--- config.mk ---
export PLATFORM = sky130hd
export DESIGN_NAME = demux_1to8_buf
export DESIGN_NICKNAME = d
export VERILOG_FILES = /design/src/rtl/demux_1to8_buf.sv
export SDC_FILE = /design/constraint.sdc
export NUM_CORES = 1
export LEC_CHECK = 0
export BUFFER_PORTS_ARGS = -buffer_cell sky130_fd_sc_hd__buf_4
export CORE_MARGIN = 2
export CORE_UTILIZATION = 55
export CTS_BUF_LIST = sky130_fd_sc_hd__clkbuf_2
export CTS_CLUSTER_SIZE = 24
export DETAILED_ROUTE_END_ITERATION = 6
export PLACE_DENSITY = 0.9
export SLEW_MARGIN = 20
export SYNTH_ARGS = -nofsm -noshare
export SYNTH_HDL_FRONTEND = slang
export SYNTH_SLANG_ARGS = --single-unit
--- constraint.sdc ---
create_clock -name clk -period 5.63 [get_ports clk]
set_input_delay 0.2815 -clock clk [delete_from_list [all_inputs] [get_ports clk]]
set_output_delay 0.2815 -clock clk [all_outputs]
set_load 0.1 [all_outputs]
--- src/rtl/demux_1to8_buf.sv ---
// One-to-eight demultiplexer with a single-entry skid-free buffer per lane.
// Each lane is a registered valid/data pair with independent ready/valid handshakes.
module demux_1to8_buf #(
    parameter int WIDTH = 32
) (
    input  logic                 clk,
    input  logic                 rst_n,
    input  logic                 in_valid,
    output logic                 in_ready,
    input  logic [2:0]           in_sel,
    input  logic [WIDTH-1:0]     in_data,
    output logic [7:0]           out_valid,
    input  logic [7:0]           out_ready,
    output logic [8*WIDTH-1:0]   out_data,
    output logic [3:0]           occupancy,
    output logic [15:0]          accept_count
);

    logic [7:0]  valid_q;
    logic [7:0]  valid_d;
    logic [3:0]  occ_q;
    logic [3:0]  occ_d;
    logic [15:0] cnt_q;
    logic [15:0] cnt_d;
    logic        accept;

    // A full lane can still take a new word when its consumer drains on the same edge.
    assign in_ready = !valid_q[in_sel] || out_ready[in_sel];
    assign accept   = in_valid && in_ready;

    generate
        for (genvar gi = 0; gi < 8; gi++) begin : g_lane
            logic             load;
            logic             drain;
            logic [WIDTH-1:0] data_q;

            assign load         = accept && (in_sel == 3'(gi));
            assign drain        = valid_q[gi] && out_ready[gi];
            assign valid_d[gi]  = load || (valid_q[gi] && !drain);

            always_ff @(posedge clk or negedge rst_n) begin
                if (!rst_n) begin
                    data_q <= '0;
                end else if (load) begin
                    data_q <= in_data;
                end
            end

            assign out_data[gi*WIDTH +: WIDTH] = data_q;
        end
    endgenerate

    always_comb begin
        occ_d = '0;
        for (int i = 0; i < 8; i++) begin
            occ_d = occ_d + 4'(valid_d[i]);
        end
    end

    assign cnt_d = cnt_q + 16'(accept);

    always_ff @(posedge clk or negedge rst_n) begin
        if (!rst_n) begin
            valid_q <= '0;
            occ_q   <= '0;
            cnt_q   <= '0;
        end else begin
            valid_q <= valid_d;
            occ_q   <= occ_d;
            cnt_q   <= cnt_d;
        end
    end

    assign out_valid    = valid_q;
    assign occupancy    = occ_q;
    assign accept_count = cnt_q;

endmodule

==> results of run 1 <==
[layout by cell type (no fill, tap or decap), drive strengths merged, types with 6 or more instances in the layout]
master       count
mux2           256
xor2             9
inv             10
dfrtp          284
nand3            8
dlygate4sd3     45
buf            338
clkinv          10
nand2            9
xnor2            6
clkbuf          98
[per-stage QoR]
| step | std cells | hold WS [ns] |
|---|---|---|
| global route | 1406 | 0.156 |
| global placement | 1247 | 0.436 |
| finish | 1406 | 0.131 |
| CTS | 1405 | 0.156 |
| detailed placement | 1247 | 0.436 |
| floorplan | 671 | -0.0141 |
[where the power goes]
part	total, W	internal, W	switching [W]
registers	0.00274	0.00248	0.000262
logic	0.00482	0.000946	0.00387
clock network	0.00138	0.000598	0.000777
total	0.00894	0.00403	0.00491
[sequential cells by signal (all words and copies together) (netlist names)]
signal	cells
g_lane.data_q	256
accept_count	16
out_valid	8
occupancy	4
[cell type report]
type / instances / area, sq um
repair buffers: 383 / 3010
inverters: 10 / 37.5
fillers: 1153 / 4710
clock inverters: 15 / 144
diodes: 1 / 2.50
flip-flops and latches: 284 / 7110
well taps: 265 / 332
clock buffers: 98 / 490
multi-input cells: 350 / 3630
[critical path, cell delays in order (launching register included)]
cell and delay (ns):
sky130_fd_sc_hd__dfrtp_1 0.41, sky130_fd_sc_hd__nor2b_1 0.19, sky130_fd_sc_hd__nor4b_4 0.27, sky130_fd_sc_hd__buf_4 0.49, sky130_fd_sc_hd__nor2_1 0.13, sky130_fd_sc_hd__fa_1 0.51
sky130_fd_sc_hd__fa_1 0.48, sky130_fd_sc_hd__inv_1 0.07, sky130_fd_sc_hd__ha_1 0.16, sky130_fd_sc_hd__inv_1 0.05, sky130_fd_sc_hd__fa_1 0.37, sky130_fd_sc_hd__xnor2_1 0.21
[worst max path at each step]
stage,startpoint,end,slack [ns],cells past startpoint
floorplan,out_valid[0],occupancy[2],1.62,13
detailed placement,in_sel[1],occupancy[1],2.15,12
finish,out_valid[6],occupancy[2],2.17,11
global placement,in_sel[1],occupancy[1],2.29,12
global route,out_valid[6],occupancy[2],2.07,11
CTS,out_valid[6],occupancy[2],2.16,11
[cell families after synthesis]
group	share of synthesized area
adders and majority gates	0.0130
muxes	0.264
buffers and inverters	0.0196
DFF	0.650
and+or+nand+nor	0.0371
AOI/OAI and AO/OA	0.00435
xor gates and xnor gates	0.0120
[per-layer routing]
layer  GRT usage  wire length (microns)  vias to the layer above
met5           0                      0                        -
met4       0.137                   1170                        0
met3      0.0846                   2230                       79
met2       0.471                  14700                      349
met1       0.330                  11100                     3850
li1            -                      -                     3269
==> PnR_summary.wiki, run 1 <==
{| class="wikitable"
! Metric !! Value
|-
| Type of element capturing the critical path || flop
|-
| Final design area excluding fillers || 14,700 sq um
|-
| Detail-routed via count per cell || 5.37
|-
| Vias in the first global route || 8,142
|-
| Number of buffer cells added on primary ports || 330
|-
| Global route total overflow || 0
|-
| Worst path required time || 6.28 ns
|-
| Setup repair after global routing missed its margin || no
|-
| Worst Max-Slew Pin Slew || 1.11 ns
|-
| Placed instance area || 13,700 sq um
|-
| Sink Count || 284
|-
| Final hold vios || 0
|-
| Leading cell types by count after synthesis || sky130_fd_sc_hd__dfrtp_1, sky130_fd_sc_hd__mux2_2, sky130_fd_sc_hd__buf_2
|-
| Startpoint kind of the worst setup timing path || flop
|-
| Hold bufs inserted after CTS || 45
|-
| GRT Overall Usage || 0.280
|-
| Setup Buffers After CTS || 0
|-
| Final core area utilization || 0.758
|-
| Number of vias after detailed routing || 7,547
|-
| Total die area || 21,000 sq um
|-
| Count of standard-cell rows || 51
|-
| Proportion of layout cells with a drive suffix above 1 || 0.619
|-
| Pin count of the biggest net entering global routing || 157
|-
| H-tree depth || 3
|-
| Initial detailed-routing violation count || 241
|-
| Average wire length per cell after detail routing || 20.8 microns
|-
| Total detailed-routing wirelength || 29.2 mm
|-
| Biggest area consumer among synthesized cells || sky130_fd_sc_hd__dfrtp_1
|-
| Netlist area before placement || 10,900 sq um
|-
| Fin worst setup slack || 2.17 ns
|-
| Max frequency || 0.289 GHz
|-
| Syn avg cell area || 16.3 sq um
|-
| Seq cells post-synth || 284
|-
| Origin of the critical flop-to-flop path || out_valid[6]
|-
| Synthesis-to-finish area growth || 34.9%
|-
| Number of nets in the finished design || 1,154
|-
| Routability-driven placement congestion ratio || 0.927
|-
| Clk root buf || sky130_fd_sc_hd__clkbuf_2
|-
| Global-route wire length before repair || 45.9 mm
|-
| Clock period minus final worst setup slack || 3.46 ns
|-
| Max-capacitance violation count || 0
|-
| Result of the run || complete, no violations
|-
| Relative slew slack || 0.259
|-
| Post-route setup TNS || 0 ns
|-
| Worst setup path class || flop to flop
|-
| Worst reg-to-reg setup slack || 2.17 ns
|-
| Clock-pin slew on the worst setup and hold paths || 0.14 ns
|-
| Async set-reset flop share out of synthesis || 1.00
|-
| Max VDD drop || 390 uV
|-
| Sequential area share after synthesis || 0.650
|-
| Synthesized net count || 726
|-
| Total of endpoints with negative setup slack in the final report || 0
|-
| Part of the cycle the worst path needs || 0.615
|-
| Antenna violations before repair || 1
|-
| Core ar. || 19,500 sq um
|-
| Yosys top cell area share || 0.650
|-
| Skew final || 0.0774 ns
|-
| Residual antenna-violating net count after detailed routing || 0
|-
| Post-cts sizing count || 0
|-
| Total clock buffers created by CTS || 70
|-
| Vert. Die Dim || 145 microns
|-
| Critical Path Fanout Max || 34
|-
| Most frequent cell after synthesis || sky130_fd_sc_hd__dfrtp_1
|-
| HPWL reported at the end of detailed placement || 18.4 mm
|-
| DRC violations left || 0
|-
| Power per unit of standard cell area || 606 nW/um^2
|-
| Clock latency at the later pin of the worst-skew pair || 0.79 ns
|-
| Data arrival at the endpoint of the critical path || 4.11 ns
|-
| Pre-CTS setup slack || 2.15 ns
|-
| Lkg Pwr || 7.18 nW
|-
| Mapped Cells || 671
|-
| Post-synth EDFFs || 0
|-
| Capture point of the worst reg-to-reg path || occupancy[2]
|-
| Max Slew Vio Count || 0
|-
| Horizontal extent of the die || 145 microns
|-
| Top cells by area in the synthesized netlist || sky130_fd_sc_hd__dfrtp_1, sky130_fd_sc_hd__mux2_2, sky130_fd_sc_hd__fa_1
|-
| Worst hold path class || input port to asynchronous set/reset pin
|-
| Clock tree from TritonCTS || done
|-
| Maximum count of clock buffers along a single path || 3
|-
| Count of distinct cell types in the synthesized netlist || 40
|-
| Prevailing post-synth register cell || sky130_fd_sc_hd__dfrtp_1
|-
| Initial Utilization || 0.562
|-
| Total power consumption of the routed design || 0.00894 W
|-
| Reg2reg path depth || 11
|-
| Boundary Pins || 331
|-
| TritonRoute pass-1 iters || 4
|-
| Syn. warnings || 0
|}
(Power assumes the default switching activity.)
==> inputs of run 2 (changes only) <==
Settings changed: CORE_UTILIZATION 55 to 48, PLACE_DENSITY 0.9 to 0.83.
Clock period 5.63 ns to 3 ns, I/O delays scaled along.
==> run 2 against run 1 <==
  * Via count decreased by 0.42%
  * Wire length increased by 0.65%
  * Clock skew decreased by 0.012 ns
  * Cell count increased by 3.2%
  * Critical endpoint is now occupancy[1]
  * Worst setup slack got worse by 2.3 ns
  * Total power increased by 89%
  * Clock-buffer cell count increased by 1
  * Cell area increased by 2.4%
  * Sequential share of layout area decreased by 1.1 points
  * The run now ends with negative setup slack left
  * Largest power group unchanged
  * Combinational power increased by 88%
  * Maximum frequency increased by 11%
==> PnR_summary.wiki, run 2 (same netlist as run 1, synthesis figures left out) <==
{| class="wikitable"
! Metric !! Value
|-
| Result of the run || finished with violations
|-
| Violations in the final reports || negative setup slack
|-
| Vias in the first global route || 8,121 (-0.26%)
|-
| Clock tree from TritonCTS || done
|-
| Total placed cells including tap cells || 1,282 (+2.8%)
|-
| Max frequency || 0.320 GHz (+11%)
|-
| Global-route wire length before repair || 45.5 mm (-0.98%)
|-
| Skew final || 0.0655 ns (-0.0119 ns)
|-
| Worst path required time || 3.67 ns (-2.61 ns)
|-
| Max VDD drop || 673 uV (+72%)
|-
| Antenna violations before repair || 1 (unchanged)
|-
| Synthesis-to-finish area growth || 38.2%
|-
| Final hold vios || 0 (unchanged)
|-
| Boundary Pins || 331 (unchanged)
|-
| Number of flip-flops under the largest register name || 256 (unchanged)
|-
| Total die area || 24,000 sq um (+14%)
|-
| Total clock buffers created by CTS || 71 (+1.4%)
|-
| Number of buffer cells added on primary ports || 330 (unchanged)
|-
| Max Slew Vio Count || 0 (unchanged)
|-
| Count of standard-cell rows || 55 (+7.8%)
|-
| Lkg Pwr || 7.34 nW (+2.2%)
|-
| Startpoint kind of the worst setup timing path || flop
|-
| Total detailed-routing wirelength || 29.4 mm (+0.65%)
|-
| Worst Max-Slew Pin Slew || 0.624 ns (-0.487 ns)
|-
| Proportion of layout cells with a drive suffix above 1 || 0.639 (+0.0202)
|-
| Clock period minus final worst setup slack || 3.13 ns (-0.332 ns)
|-
| Pin count of the biggest net entering global routing || 91 (-42%)
|-
| Vert. Die Dim || 155 microns (+6.8%)
|-
| Total of endpoints with negative setup slack in the final report || 3 (+3)
|-
| Max-capacitance violation count || 0 (unchanged)
|-
| Relative slew slack || 0.584 (+0.325)
|-
| Routability-driven placement congestion ratio || 0.862 (-7.0%)
|-
| Clock-pin slew on the worst setup and hold paths || 0.11 ns (-0.03 ns)
|-
| Fin worst setup slack || -0.128 ns (-2.30 ns)
|-
| Worst-path cell with the longest stage delay || sky130_fd_sc_hd__fa_1
|-
| Detail-routed via count per cell || 5.18 (-3.5%)
|-
| Setup repair after global routing missed its margin || yes
|-
| Type of element capturing the critical path || flop
|-
| Number of nets in the finished design || 1,179 (+2.2%)
|-
| Initial detailed-routing violation count || 264 (+9.5%)
|-
| Number of vias after detailed routing || 7,515 (-0.42%)
|-
| Residual antenna-violating net count after detailed routing || 0 (unchanged)
|-
| Critical Path Fanout Max || 2 (-94%)
|-
| Data arrival at the endpoint of the critical path || 3.80 ns (-0.31 ns)
|-
| Horizontal extent of the die || 155 microns (+6.8%)
|-
| Worst hold path class || input port to flop
|-
| Clk root buf || sky130_fd_sc_hd__clkbuf_2
|-
| Sink Count || 284 (unchanged)
|-
| Final core area utilization || 0.671 (-0.0865)
|-
| H-tree depth || 3 (unchanged)
|-
| Number of cells in the finished layout apart from fillers || 1,451 (+3.2%)
|-
| Largest register by flop count || g_lane.data_q
|-
| Average wire length per cell after detail routing || 20.3 microns (-2.5%)
|-
| DRC violations left || 0 (unchanged)
|-
| Critical-path cell list || nand2b_4, nand3_4, nand2_4, fa_1, inv_2, fa_1, fa_1, inv_2, ha_4, inv_2, fa_2, inv_1
|-
| Worst path max stage delay || 0.54 ns (+0.03 ns)
|-
| Most common library cell in the layout ignoring fill and taps || sky130_fd_sc_hd__buf_4
|-
| Maximum count of clock buffers along a single path || 3 (unchanged)
|-
| Most frequent cells in the layout || sky130_fd_sc_hd__buf_4, sky130_fd_sc_hd__dfrtp_1, sky130_fd_sc_hd__mux2_2
|-
| HPWL reported at the end of detailed placement || 18.3 mm (-0.41%)
|-
| Initial Utilization || 0.486 (-0.0759)
|-
| Power per unit of standard cell area || 1120 nW/um^2 (+85%)
|-
| Clock latency at the later pin of the worst-skew pair || 0.78 ns (about the same)
|-
| Core ar. || 22,500 sq um (+16%)
|-
| # fillers || 1,567 (+36%)
|-
| Pre-CTS setup slack || -0.171 ns (-2.32 ns)
|-
| TritonRoute pass-1 iters || 4 (unchanged)
|-
| Part of the cycle the worst path needs || 1.04 (+0.428)
|-
| Worst setup path class || flop to flop
|-
| GRT Overall Usage || 0.246 (-0.0343)
|-
| Global route total overflow || 0 (unchanged)
|}
==> run 2: timing repair <==
action / 4_1_cts / 5_1_grt
hold buffers: 48 / 0
buffers inserted: 3 / 3
hold endpoints to repair: 550 / 0
endpoints found under the setup margin: 2 / 5
resized for setup: 4 / 7
pin swaps: 0 / 4
==> run 2: worst max-delay path: cells and delay by family, from the launching register on <==
family,cells,cell delay (ns)
and+or+nand+nor,3,0.24
adders and majority gates,5,2.13
DFF,1,0.45
buffers and inverters,4,0.19
==> run 2: path summary, 6_finish.rpt <==
path	from	end	slack, ns	cells after the start
worst max-delay path	out_valid[0]	occupancy[1]	-0.13	12
worst min-delay path	in_sel[0]	accept_count[0]	0.14	5
worst max register to register	out_valid[0]	occupancy[1]	-0.13	12
worst min register to register	accept_count[15]	accept_count[15]	0.48	1
max in group asynchronous	rst_n	g_lane[3].data_q[17]	1.98	4
min in group asynchronous	rst_n	accept_count[3]	0.56	4
==> run 2: power by group <==
group / switching (W) / internal, W
clock: 0.00148 / 0.00121
combinational: 0.00724 / 0.00181
sequential: 0.000496 / 0.00466
total: 0.00921 / 0.00768
==> run 2: area by class of cell <==
type	count	area [sq um]	share of cell area
clock buffer	99	495	0.0328
inverter	10	37.5	0.00249
antenna	1	2.50	0.000166
timing repair buffer	407	3240	0.214
clock inverter	15	165	0.0109
tap	285	357	0.0236
multi-input combinational	350	3690	0.244
sequential	284	7120	0.471
==> run 2: layer usage <==
metal,GRT usage,routed length [microns],up-vias
met3,0.0769,2480,47
met5,0,0,-
met2,0.407,14700,319
li1,-,-,3313
met4,0.104,779,0
met1,0.300,11500,3836
==> run 2: per-stage QoR <==
| step | cell area [sq um] | TNS (ns) | total power, W | hold WS [ns] |
|---|---|---|---|---|
| floorplan | 11000 | -0.787 | 0.0122 | -0.146 |
| global placement | 13900 | -0.189 | 0.0141 | 0.199 |
| detailed placement | 13900 | -0.332 | 0.0142 | 0.193 |
| CTS | 15100 | -0.220 | 0.0170 | 0.0492 |
| global route | 15100 | -0.458 | 0.0175 | 0.0912 |
| finish | 15100 | -0.239 | 0.0169 | 0.144 |
